### src/rtl/aurora_pkt_pkg.sv
// Shared packet-framing definitions for the Aurora RX parser and TX packetizer.
// Provides FSM state encoding, completion error codes, the default header
// magic, header field positions and a header unpack helper.
package aurora_pkt_pkg;

  localparam int unsigned DATA_W = 32;
  localparam int unsigned CNT_W  = 16;

  localparam logic [15:0] HDR_MAGIC_DEF = 16'hBE11;

  // Header word layout: magic in the upper half, payload length in the lower.
  localparam int unsigned HDR_MAGIC_MSB = 31;
  localparam int unsigned HDR_MAGIC_LSB = 16;
  localparam int unsigned HDR_LEN_MSB   = 15;
  localparam int unsigned HDR_LEN_LSB   = 0;

  typedef enum logic [1:0] {
    ST_HUNT    = 2'd0,
    ST_PAYLOAD = 2'd1,
    ST_TRAILER = 2'd2
  } pkt_state_e;

  localparam logic [1:0] ERR_OK      = 2'd0;
  localparam logic [1:0] ERR_CSUM    = 2'd1;
  localparam logic [1:0] ERR_TIMEOUT = 2'd2;
  localparam logic [1:0] ERR_ABORT   = 2'd3;

  typedef struct packed {
    logic [15:0] magic;
    logic [15:0] len;
  } pkt_hdr_t;

  // Split a raw FIFO word into header fields.
  function automatic pkt_hdr_t hdr_unpack(input logic [DATA_W-1:0] word);
    pkt_hdr_t h;
    h.magic = word[HDR_MAGIC_MSB:HDR_MAGIC_LSB];
    h.len   = word[HDR_LEN_MSB:HDR_LEN_LSB];
    return h;
  endfunction

  // Legal payload length is 1..max_len words.
  function automatic logic hdr_len_ok(input logic [15:0] len, input int unsigned max_len);
    return (len != 16'h0) && (32'(len) <= max_len);
  endfunction

endpackage

### src/rtl/aurora_rx_pkt_parser_if.sv
// Bus bundle between the RX FIFO read side, the parser and the DSP consumer.
// master: the parser (drives fifo_rd_o, payload stream and status).
// slave:  the environment (drives FIFO head/empty and consumer ready).
interface aurora_rx_pkt_parser_if;
  import aurora_pkt_pkg::*;

  logic [DATA_W-1:0] fifo_dat_i;
  logic              fifo_empty_i;
  logic              fifo_rd_o;
  logic [DATA_W-1:0] pkt_dat_o;
  logic              pkt_vld_o;
  logic              pkt_rdy_i;
  logic              pkt_sof_o;
  logic              pkt_eof_o;
  logic              pkt_done_o;
  logic              pkt_ok_o;
  logic [1:0]        err_code_o;
  logic [CNT_W-1:0]  good_cnt_o;
  logic [CNT_W-1:0]  bad_cnt_o;

  modport master (
    input  fifo_dat_i, fifo_empty_i, pkt_rdy_i,
    output fifo_rd_o, pkt_dat_o, pkt_vld_o, pkt_sof_o, pkt_eof_o,
           pkt_done_o, pkt_ok_o, err_code_o, good_cnt_o, bad_cnt_o
  );

  modport slave (
    output fifo_dat_i, fifo_empty_i, pkt_rdy_i,
    input  fifo_rd_o, pkt_dat_o, pkt_vld_o, pkt_sof_o, pkt_eof_o,
           pkt_done_o, pkt_ok_o, err_code_o, good_cnt_o, bad_cnt_o
  );
endinterface

### src/rtl/aurora_rx_pkt_parser_sat_cnt16.sv
// Enable-driven 16-bit counter that sticks at all-ones.
// Ports: clk, rst_n (async active-low), en (count this cycle), count (value).
module sat_cnt16
  import aurora_pkt_pkg::*;
(
  input  logic             clk,
  input  logic             rst_n,
  input  logic             en,
  output logic [CNT_W-1:0] count
);

  always_ff @(posedge clk or negedge rst_n) begin
    if (!rst_n) begin
      count <= '0;
    end else if (en && (count != {CNT_W{1'b1}})) begin
      count <= count + 1'b1;
    end
  end

endmodule

### src/rtl/aurora_rx_pkt_parser.sv
// Aurora RX packet parser: drains the RX FIFO, finds headers, forwards the
// payload cut-through to the consumer, verifies the trailer checksum and
// reports per-packet status plus saturating good/bad counters.
// Ports: user_clk, rst_n (async active-low), channel_up, flush,
//        bus (master modport: FIFO read side, payload stream, status).
module aurora_rx_pkt_parser
  import aurora_pkt_pkg::*;
#(
  parameter logic [15:0] HDR_MAGIC = HDR_MAGIC_DEF,
  parameter int unsigned MAX_LEN   = 1024,
  parameter int unsigned TIMEOUT   = 4096
) (
  input  logic                   user_clk,
  input  logic                   rst_n,
  input  logic                   channel_up,
  input  logic                   flush,
  aurora_rx_pkt_parser_if.master bus
);

  localparam int unsigned IDLE_W = $clog2(TIMEOUT + 1);

  pkt_state_e        state, state_nxt;
  logic [15:0]       len_q, remaining_q;
  logic [DATA_W-1:0] sum_q;
  logic [IDLE_W-1:0] idle_q;
  logic              done_q, ok_q;
  logic [1:0]        err_q;

  pkt_hdr_t hdr;
  logic     abort_req;
  logic     tmo_hit;
  logic     csum_match;

  // Combinational FSM outputs and event strobes.
  logic rd_c, vld_c, sof_c, eof_c;
  logic hdr_take, hdr_bad, beat, trl_pop, tmo_ev, abort_ev;
  logic good_en, bad_en;

  assign hdr        = hdr_unpack(bus.fifo_dat_i);
  assign abort_req  = flush || !channel_up;
  assign tmo_hit    = bus.fifo_empty_i && (idle_q == IDLE_W'(TIMEOUT - 1));
  assign csum_match = (bus.fifo_dat_i == sum_q);

  // State register.
  always_ff @(posedge user_clk or negedge rst_n) begin
    if (!rst_n) begin
      state <= ST_HUNT;
    end else begin
      state <= state_nxt;
    end
  end

  // Next state and zero-latency FIFO/stream handshake; everything is held
  // low while rst_n is asserted so nothing pops or streams during reset.
  always_comb begin
    state_nxt = state;
    rd_c      = 1'b0;
    vld_c     = 1'b0;
    sof_c     = 1'b0;
    eof_c     = 1'b0;
    hdr_take  = 1'b0;
    hdr_bad   = 1'b0;
    beat      = 1'b0;
    trl_pop   = 1'b0;
    tmo_ev    = 1'b0;
    abort_ev  = 1'b0;

    if (rst_n) begin
      unique case (state)
        ST_HUNT: begin
          if (!abort_req && !bus.fifo_empty_i) begin
            rd_c = 1'b1;
            if (hdr.magic == HDR_MAGIC) begin
              if (hdr_len_ok(hdr.len, MAX_LEN)) begin
                hdr_take  = 1'b1;
                state_nxt = ST_PAYLOAD;
              end else begin
                hdr_bad = 1'b1;
              end
            end
          end
        end

        ST_PAYLOAD: begin
          if (abort_req) begin
            abort_ev  = 1'b1;
            state_nxt = ST_HUNT;
          end else if (tmo_hit) begin
            tmo_ev    = 1'b1;
            state_nxt = ST_HUNT;
          end else begin
            vld_c = !bus.fifo_empty_i;
            sof_c = vld_c && (remaining_q == len_q);
            eof_c = vld_c && (remaining_q == 16'd1);
            rd_c  = vld_c && bus.pkt_rdy_i;
            beat  = rd_c;
            if (beat && (remaining_q == 16'd1)) begin
              state_nxt = ST_TRAILER;
            end
          end
        end

        ST_TRAILER: begin
          if (abort_req) begin
            abort_ev  = 1'b1;
            state_nxt = ST_HUNT;
          end else if (tmo_hit) begin
            tmo_ev    = 1'b1;
            state_nxt = ST_HUNT;
          end else if (!bus.fifo_empty_i) begin
            rd_c      = 1'b1;
            trl_pop   = 1'b1;
            state_nxt = ST_HUNT;
          end
        end

        default: state_nxt = ST_HUNT;
      endcase
    end
  end

  // Length tracking and running checksum.
  always_ff @(posedge user_clk or negedge rst_n) begin
    if (!rst_n) begin
      len_q       <= '0;
      remaining_q <= '0;
      sum_q       <= '0;
    end else if (hdr_take) begin
      len_q       <= hdr.len;
      remaining_q <= hdr.len;
      sum_q       <= '0;
    end else if (beat) begin
      remaining_q <= remaining_q - 16'd1;
      sum_q       <= sum_q + bus.fifo_dat_i;
    end
  end

  // Idle counter: counts empty cycles mid-packet, holds under backpressure,
  // clears on any pop and whenever the packet ends.
  always_ff @(posedge user_clk or negedge rst_n) begin
    if (!rst_n) begin
      idle_q <= '0;
    end else if (rd_c || (state_nxt == ST_HUNT)) begin
      idle_q <= '0;
    end else if (bus.fifo_empty_i) begin
      idle_q <= idle_q + 1'b1;
    end
  end

  // Packet completion status, valid for one cycle with done.
  always_ff @(posedge user_clk or negedge rst_n) begin
    if (!rst_n) begin
      done_q <= 1'b0;
      ok_q   <= 1'b0;
      err_q  <= ERR_OK;
    end else begin
      done_q <= trl_pop || tmo_ev || abort_ev;
      ok_q   <= trl_pop && csum_match;
      if (abort_ev) begin
        err_q <= ERR_ABORT;
      end else if (tmo_ev) begin
        err_q <= ERR_TIMEOUT;
      end else if (trl_pop && !csum_match) begin
        err_q <= ERR_CSUM;
      end else begin
        err_q <= ERR_OK;
      end
    end
  end

  assign good_en = trl_pop && csum_match;
  assign bad_en  = hdr_bad || (trl_pop && !csum_match) || tmo_ev || abort_ev;

  sat_cnt16 u_good_cnt (
    .clk   (user_clk),
    .rst_n (rst_n),
    .en    (good_en),
    .count (bus.good_cnt_o)
  );

  sat_cnt16 u_bad_cnt (
    .clk   (user_clk),
    .rst_n (rst_n),
    .en    (bad_en),
    .count (bus.bad_cnt_o)
  );

  assign bus.fifo_rd_o  = rd_c;
  assign bus.pkt_vld_o  = vld_c;
  assign bus.pkt_dat_o  = vld_c ? bus.fifo_dat_i : '0;
  assign bus.pkt_sof_o  = sof_c;
  assign bus.pkt_eof_o  = eof_c;
  assign bus.pkt_done_o = done_q;
  assign bus.pkt_ok_o   = ok_q;
  assign bus.err_code_o = err_q;

endmodule

### src/flat_wrapper.sv
// flat-port wrapper written by rule: the top's interface ports become plain ports
module aurora_rx_pkt_parser_flat import aurora_pkt_pkg::*;
#(
  parameter logic [15:0] HDR_MAGIC = HDR_MAGIC_DEF,
  parameter int unsigned MAX_LEN   = 1024,
  parameter int unsigned TIMEOUT   = 4096
)
  (user_clk, rst_n, channel_up, flush, bus_fifo_dat_i, bus_fifo_empty_i, bus_pkt_rdy_i, bus_fifo_rd_o, bus_pkt_dat_o, bus_pkt_vld_o, bus_pkt_sof_o, bus_pkt_eof_o, bus_pkt_done_o, bus_pkt_ok_o, bus_err_code_o, bus_good_cnt_o, bus_bad_cnt_o);
  aurora_rx_pkt_parser_if bus_i ();
  input  logic user_clk;
  input  logic rst_n;
  input  logic channel_up;
  input  logic flush;
  input wire logic [$bits(bus_i.fifo_dat_i)-1:0] bus_fifo_dat_i;
  input wire logic [$bits(bus_i.fifo_empty_i)-1:0] bus_fifo_empty_i;
  input wire logic [$bits(bus_i.pkt_rdy_i)-1:0] bus_pkt_rdy_i;
  output wire logic [$bits(bus_i.fifo_rd_o)-1:0] bus_fifo_rd_o;
  output wire logic [$bits(bus_i.pkt_dat_o)-1:0] bus_pkt_dat_o;
  output wire logic [$bits(bus_i.pkt_vld_o)-1:0] bus_pkt_vld_o;
  output wire logic [$bits(bus_i.pkt_sof_o)-1:0] bus_pkt_sof_o;
  output wire logic [$bits(bus_i.pkt_eof_o)-1:0] bus_pkt_eof_o;
  output wire logic [$bits(bus_i.pkt_done_o)-1:0] bus_pkt_done_o;
  output wire logic [$bits(bus_i.pkt_ok_o)-1:0] bus_pkt_ok_o;
  output wire logic [$bits(bus_i.err_code_o)-1:0] bus_err_code_o;
  output wire logic [$bits(bus_i.good_cnt_o)-1:0] bus_good_cnt_o;
  output wire logic [$bits(bus_i.bad_cnt_o)-1:0] bus_bad_cnt_o;
  assign bus_i.fifo_dat_i = bus_fifo_dat_i;
  assign bus_i.fifo_empty_i = bus_fifo_empty_i;
  assign bus_i.pkt_rdy_i = bus_pkt_rdy_i;
  assign bus_fifo_rd_o = bus_i.fifo_rd_o;
  assign bus_pkt_dat_o = bus_i.pkt_dat_o;
  assign bus_pkt_vld_o = bus_i.pkt_vld_o;
  assign bus_pkt_sof_o = bus_i.pkt_sof_o;
  assign bus_pkt_eof_o = bus_i.pkt_eof_o;
  assign bus_pkt_done_o = bus_i.pkt_done_o;
  assign bus_pkt_ok_o = bus_i.pkt_ok_o;
  assign bus_err_code_o = bus_i.err_code_o;
  assign bus_good_cnt_o = bus_i.good_cnt_o;
  assign bus_bad_cnt_o = bus_i.bad_cnt_o;
  aurora_rx_pkt_parser #(.HDR_MAGIC(HDR_MAGIC), .MAX_LEN(MAX_LEN), .TIMEOUT(TIMEOUT)) u_core (.user_clk(user_clk), .rst_n(rst_n), .channel_up(channel_up), .flush(flush), .bus(bus_i));
endmodule
### config.mk
export PLATFORM = sky130hd
export DESIGN_NAME = aurora_rx_pkt_parser_flat
export DESIGN_NICKNAME = d
export VERILOG_FILES = /design/src/rtl/aurora_pkt_pkg.sv /design/src/rtl/aurora_rx_pkt_parser_if.sv /design/src/rtl/aurora_rx_pkt_parser_sat_cnt16.sv /design/src/rtl/aurora_rx_pkt_parser.sv /design/src/flat_wrapper.sv
export SDC_FILE = /design/constraint.sdc
export NUM_CORES = 1
export LEC_CHECK = 0
export ABC_AREA = 1
export ABC_CLOCK_PERIOD_IN_PS = 3300
export CAP_MARGIN = 10
export CORE_MARGIN = 3
export CORE_UTILIZATION = 50
export CTS_CLUSTER_SIZE = 14
export DETAILED_ROUTE_END_ITERATION = 7
export GPL_ROUTABILITY_DRIVEN = 0
export PLACE_DENSITY_LB_ADDON = 0.1
export SLEW_MARGIN = 20
export SYNTH_ARGS = -nofsm -noshare
export SYNTH_HDL_FRONTEND = slang
export SYNTH_HIERARCHICAL = 1
export SYNTH_SLANG_ARGS = --single-unit
### constraint.sdc
create_clock -name user_clk -period 3.3 [get_ports user_clk]
set_clock_uncertainty 0.1 [all_clocks]
set_input_delay 0.33 -clock user_clk [delete_from_list [all_inputs] [get_ports user_clk]]
set_output_delay 0.33 -clock user_clk [all_outputs]
set_load 0.1 [all_outputs]
# After elaboration in Yosys (flattened, before gate mapping)
# Index checks and enable logic that the tools add are counted.
dict set report totals {
  ram_bits 0
  memories 0
  rom_bits 0
  latchBits 0
  regBits 115
  elab_cells 115
}
dict set report classes {
  mux 62
  shift 0
  order_cmp 1
  div_mod_pow 0
  mul 0
  n_reduce_logical 28
  add_sub_neg 5
  bitwise_logic 0
  n_eq_ne 9
}
# op count
set op_table {}
lappend op_table {{$mux W32} 3}
lappend op_table {{$mux W1} 41}
lappend op_table {{$add A16 B1 Y16 const B} 2}
lappend op_table {{$add A32 B32 Y32} 1}
lappend op_table {{$eq A32 B32 Y1} 1}
lappend op_table {{$mux W16} 2}
lappend op_table {{$ne A16 B16 Y1 const B} 2}
lappend op_table {{$mux W13} 2}
lappend op_table {{$mux W2} 12}
lappend op_table {{$eq A16 B1 Y1 const B} 1}
lappend op_table {{$eq A16 B16 Y1} 1}
lappend op_table {{$eq A16 B16 Y1 const B} 1}
lappend op_table {{$le A16 B11 Y1 const B} 1}
lappend op_table {{$reduce_bool A16 Y1} 1}
lappend op_table {{$sub A16 B1 Y16 const B} 1}
lappend op_table {{$add A13 B1 Y13 const B} 1}
lappend op_table {{$eq A13 B12 Y1 const B} 1}
lappend op_table {{$logic_and A1 B1 Y1} 11}
lappend op_table {{$logic_or A1 B1 Y1} 7}
lappend op_table {{$pmux W2 S3} 1}
lappend op_table {{$logic_not A1 Y1} 4}
lappend op_table {{$logic_not A2 Y1} 2}
lappend op_table {{$reduce_bool A2 Y1} 2}
lappend op_table {{$pmux W1 S3} 1}
lappend op_table {{other kinds (3)} 3}

# Depth between registers and ports, before layout
dict set report depth {
  ltp_word 11
  depth_mapped 17
  mapped_depth_nobuf 17
}

# Modules after synthesis
# Netlist, hierarchy kept.
# module cells_each n_inst area_per_inst_um2
set modules_own_cells {}
lappend modules_own_cells {aurora_rx_pkt_parser 907 1 6341.1}
lappend modules_own_cells {{sat_cnt16 at u_core.u_good_cnt} 163 1 1069.8}
lappend modules_own_cells {{sat_cnt16 at u_core.u_bad_cnt} 149 1 1058.5}

# Worst setup path after synthesis
# OpenSTA, ideal clock, no wires.
dict set report synth_timing {
  path_type {reg-to-output}
  from {register u_core.state[1]}
  to {output port bus_pkt_sof_o}
  arrival_ns 5.924
  stages_incl_launch_ff 7
  path_buffers 0
  slack_ns -3.054
  required_ns 2.870
  cell_sequence {dfrtp_1 > inv_1 > ha_1 > inv_1 > nor3_1 > nand3_1 > nor4_1}
}
dict set report synth_between {
  elab_chain_len 3
}
# item line
set synth_lines {}
lappend synth_lines {{from (decl)} aurora_rx_pkt_parser.sv:22} ;# pkt_state_e state, state_nxt;
lappend synth_lines {{from (signal assigned)} aurora_rx_pkt_parser.sv:49} ;# state <= state_nxt;
lappend synth_lines {{$eq A2 B1 Y1} aurora_rx_pkt_parser.sv:69} ;# unique case (state)
lappend synth_lines {{$mux W1} aurora_rx_pkt_parser.sv:69}
lappend synth_lines {{$mux W1} aurora_rx_pkt_parser.sv:68} ;# if (rst_n) begin
lappend synth_lines {{to (decl)} flat_wrapper.sv:20} ;# output wire logic [$bits(bus_i.pkt_sof_o)-1:0] bus_pkt_sof_o;
# Every way passes these cells.

# Worst setup path in the final report
dict set report layout_timing {
  from {register u_core.state[1]}
  to {output port bus_pkt_dat_o[15]}
}
dict set report layout_between {
  elab_chain_len 4
}
# item line
set layout_lines {}
lappend layout_lines {{$eq A2 B1 Y1} aurora_rx_pkt_parser.sv:69}
lappend layout_lines {{$mux W1} aurora_rx_pkt_parser.sv:69}
lappend layout_lines {{$mux W1} aurora_rx_pkt_parser.sv:68}
lappend layout_lines {{$mux W32} aurora_rx_pkt_parser.sv:190} ;# assign bus.pkt_dat_o = vld_c ? bus.fifo_dat_i : '0;
lappend layout_lines {{to (decl)} flat_wrapper.sv:18} ;# output wire logic [$bits(bus_i.pkt_dat_o)-1:0] bus_pkt_dat_o;
# Every way passes these cells.

==> run summary <==
Vias in the first global route - 7,652
Pre-CTS setup slack - 0.703 ps
Post-Route WL - 22.9 mm
Slowest stage delay, CP - 440 ps
RSZ-0062 raised after global routing - no
Die W - 136 um
Min-delay src - u_core/sum_q[16]$_DFFE_PN0P_
Total track usage - 25.0%
Syn_area_per_cell - 6.95 sq um
Crit-path slowest cell - dfrtp_1
Hold/Removal Path Class - reg -> reg
Hold Path Depth - 2
Die height - 136 um
Count of cell types in the netlist - 46
DRC marker count from the first detailed-route iteration - 681
Final Setup Violations - 0
CP Class - reg -> out
Clock Tree Buf Depth - 2
FF/Latch Area - 0.00288 sq mm
CP Capture Type - output pin
Placement Cell Area - 0.0103 sq mm
Total power per unit cell area - 483 mW/mm^2
Core Rows - 46
Initial antenna violation count - 0
Reg2reg start - u_core/sum_q[28]$_DFFE_PN0P_
Buffers plus inverters on the worst setup path - 4
CTS tree - yes
Antenna-violating nets left - 0
Critical path startpoint - u_core/state[1]$_DFF_PN0_
Tcrit/Tclk final - 90.2%
Post-DP HPWL - 17.5 mm
Critical Path RT - 2870 ps
R2R setup slack - 420 ps
Critical Path Most Common Cell - inv_1
Post-Syn Area - 0.00847 sq mm
Synth Warn # - 6
DR vias - 8,326
Area contributors post-synth - dfrtp_1 (34%), nand2_1 (15%), nor2_1 (7.0%), inv_1 (6.4%), ha_1 (5.9%)
GRT overflow - 0
Slew Limit Fails - 0
FFs w/ async S/R, synth - 100%
Number of flops mapped to enable cells by yosys - 0
Main synth FF type - dfrtp_1
Initial Util - 52.2%
Max frequency - 336 MHz
Clk slew on worst S/H paths - 50 ps
Outcome - completed
ANT cells - 0
Area occupied by multi-input gates - 0.00499 sq mm
Fin Setup TNS - 0 ps
Final critical-path required period - 2980 ps
First drt pass iteration count - 5
Seq/Total Area, Yosys - 34.0%
Reg2Reg Capture Point - u_core/u_good_cnt/count[15]$_DFFE_PN0P_
Max_slew headroom - 34.4%
CP Max Fanout - 33
CP Launch Type - flip-flop
Pwr Total - 5.22 mW
Drt wl/cell - 14.6 um
Filler cells - 1,437
First-pass GRT wire length - 37.0 mm
Final Cell Area - 0.0108 sq mm
Largest net degree at the start of global routing - 58
Core area - 0.0162 sq mm
Max Cap Viol - 0
CTS Buf Count - 17
Worst-case reg-to-reg path depth - 13
PortBufs - 109
H-tree levels - 4
Clock Sink Count - 115
CP top delay family - buffers and inverters
Top-area cell type share of the netlist area - 34.0%
IO Pins - 110
Syn_nets - 1,298
Layout cells sized above 1 - 13.4%
Die Area - 0.0185 sq mm
Area growth, synth to finish - 27.6%
Final hold violation count - 0
Critical path arrival - 2550 ps
Peak VDD IR - 437 uV
Synth Instances - 1,219
Via density - 5.31
CP Cell Sequence - inv_1 > ha_1 > inv_1 > nor3_4 > inv_2 > nor2_2 > buf_12
# DRC - 0
Worst-margin pin slew - 981 ps
Leakage - 4.98 nW
Fin nets - 1,421
Worst skew pair latency - 410 ps
Cell taking the most area after synthesis - dfrtp_1
Hold path endpoint - u_core/sum_q[16]$_DFFE_PN0P_
Yosys reg bits - 115
Root Driver - clkbuf_16
Slack of the critical path - 322 ps
==> logic make-up after synthesis <==
kind of cell,count (synthesis),synth area share [%]
buffers and inverters,171,8.41
XOR/XNOR,41,4.24
flip-flops,115,34.0
AND/OR/NAND/NOR,671,34.9
AO/OA/AOI/OAI,179,12.2
multiplexers,1,0.118
adder cells (fa/ha/maj),41,6.15
==> how the worst max path moves through the flow <==
stage | to | cells after the start
2_1_floorplan | bus_pkt_dat_o[10] | 7
4_1_cts | bus_pkt_dat_o[15] | 7
6_report | bus_pkt_dat_o[15] | 7
3_5_place_dp | u_core/u_good_cnt/count[15]$_DFFE_PN0P_ | 14
5_1_grt | bus_pkt_dat_o[13] | 7
3_3_place_gp | u_core/u_good_cnt/count[15]$_DFFE_PN0P_ | 14
==> state kept, by name, indices dropped and copies added (netlist names) <==
| name | cells |
|---|---|
| u_core/bus.pkt_done_o | 1 |
| u_core/sum_q | 32 |
| u_core/bus.pkt_ok_o | 1 |
| u_core/idle_q | 13 |
| u_core/state | 2 |
| u_core/len_q | 16 |
| u_core/u_good_cnt/count | 16 |
| u_core/bus.err_code_o | 2 |
| u_core/u_bad_cnt/count | 16 |
| u_core/remaining_q | 16 |
==> layout by cell type (no fill, tap or decap), drive strengths merged, types with 8 or more instances in the layout <==
cell type      count
a21oi             49
buf               51
clkbuf            23
clkdlybuf4s50     72
dfrtp            115
ha                40
inv              150
nand2            363
nand3             59
nand4             28
nor2             189
nor3              14
nor4               8
o21ai             95
xnor2             17
xor2              24
==> synthesized netlist by cell type, types with 2 or more instances <==
cell type / instances
nand2_1: 348
nor2_1: 158
inv_1: 145
dfrtp_1: 115
o21ai_0: 70
nand3_1: 56
a21oi_1: 49
ha_1: 40
nand4_1: 26
xor2_1: 24
nor2_2: 23
o21ai_1: 17
xnor2_1: 17
nor3_1: 13
nand2_2: 12
buf_2: 11
nor2_4: 8
nor4_1: 8
o21ai_2: 8
buf_6: 6
nand3b_1: 6
o211ai_1: 6
o21a_1: 6
inv_2: 5
a221oi_1: 4
a21o_1: 3
buf_4: 3
nand2_4: 3
nand3_2: 3
o221ai_1: 3
o22ai_1: 3
a22o_1: 2
nand4_4: 2
o21bai_1: 2
o311ai_0: 2
or2_2: 2
==> tightest hold or removal path: stages (launching register included) <==
cell and delay (ps):
dfrtp_1 350, nand2_1 50, nand2_1 50
==> per-layer routing <==
metal	up-vias	part of all wire, %	GRT usage [%]	wire length (um)
li1	4188	-	-	-
met1	3864	46	34.0	10500
met2	251	47	40.2	10700
met3	23	6.6	5.92	1500
met4	0	1.1	6.33	259
met5	-	0	0	0
==> through the flow <==
step / std cells / utilization [%] / hold WS [ps]
after CTS: 1567 / 66.6 / 391
after floorplan: 1219 / - / -65.6
after global routing: 1567 / 66.6 / 411
final: 1567 / 66.6 / 388
after global placement: 1538 / 63.2 / 291
after detailed placement: 1538 / 63.2 / 289
==> what timing repair did <==
| action | in CTS | in global routing |
|---|---|---|
| gates resized for setup | 0 | 0 |
| hold buffers | 1 | 0 |
| endpoints found under the hold margin | 58 | 0 |
| setup buffers | 0 | 0 |
==> cell type report <==
class | instances | share of cell area (%)
clock inverter | 5 | 0.509
timing repair buffer | 124 | 14.5
sequential | 115 | 26.6
multi-input combinational | 933 | 46.2
inverter | 151 | 5.25
tap | 216 | 2.50
clock buffer | 23 | 4.42
==> power breakdown <==
part / internal (mW) / leakage, nW / total [mW] / switching (mW)
logic: 0.576 / 3.30 / 1.80 / 1.22
clock network: 1.07 / 0.257 / 1.70 / 0.626
registers: 1.57 / 1.43 / 1.72 / 0.156
Power figures use the tool's default switching activity.
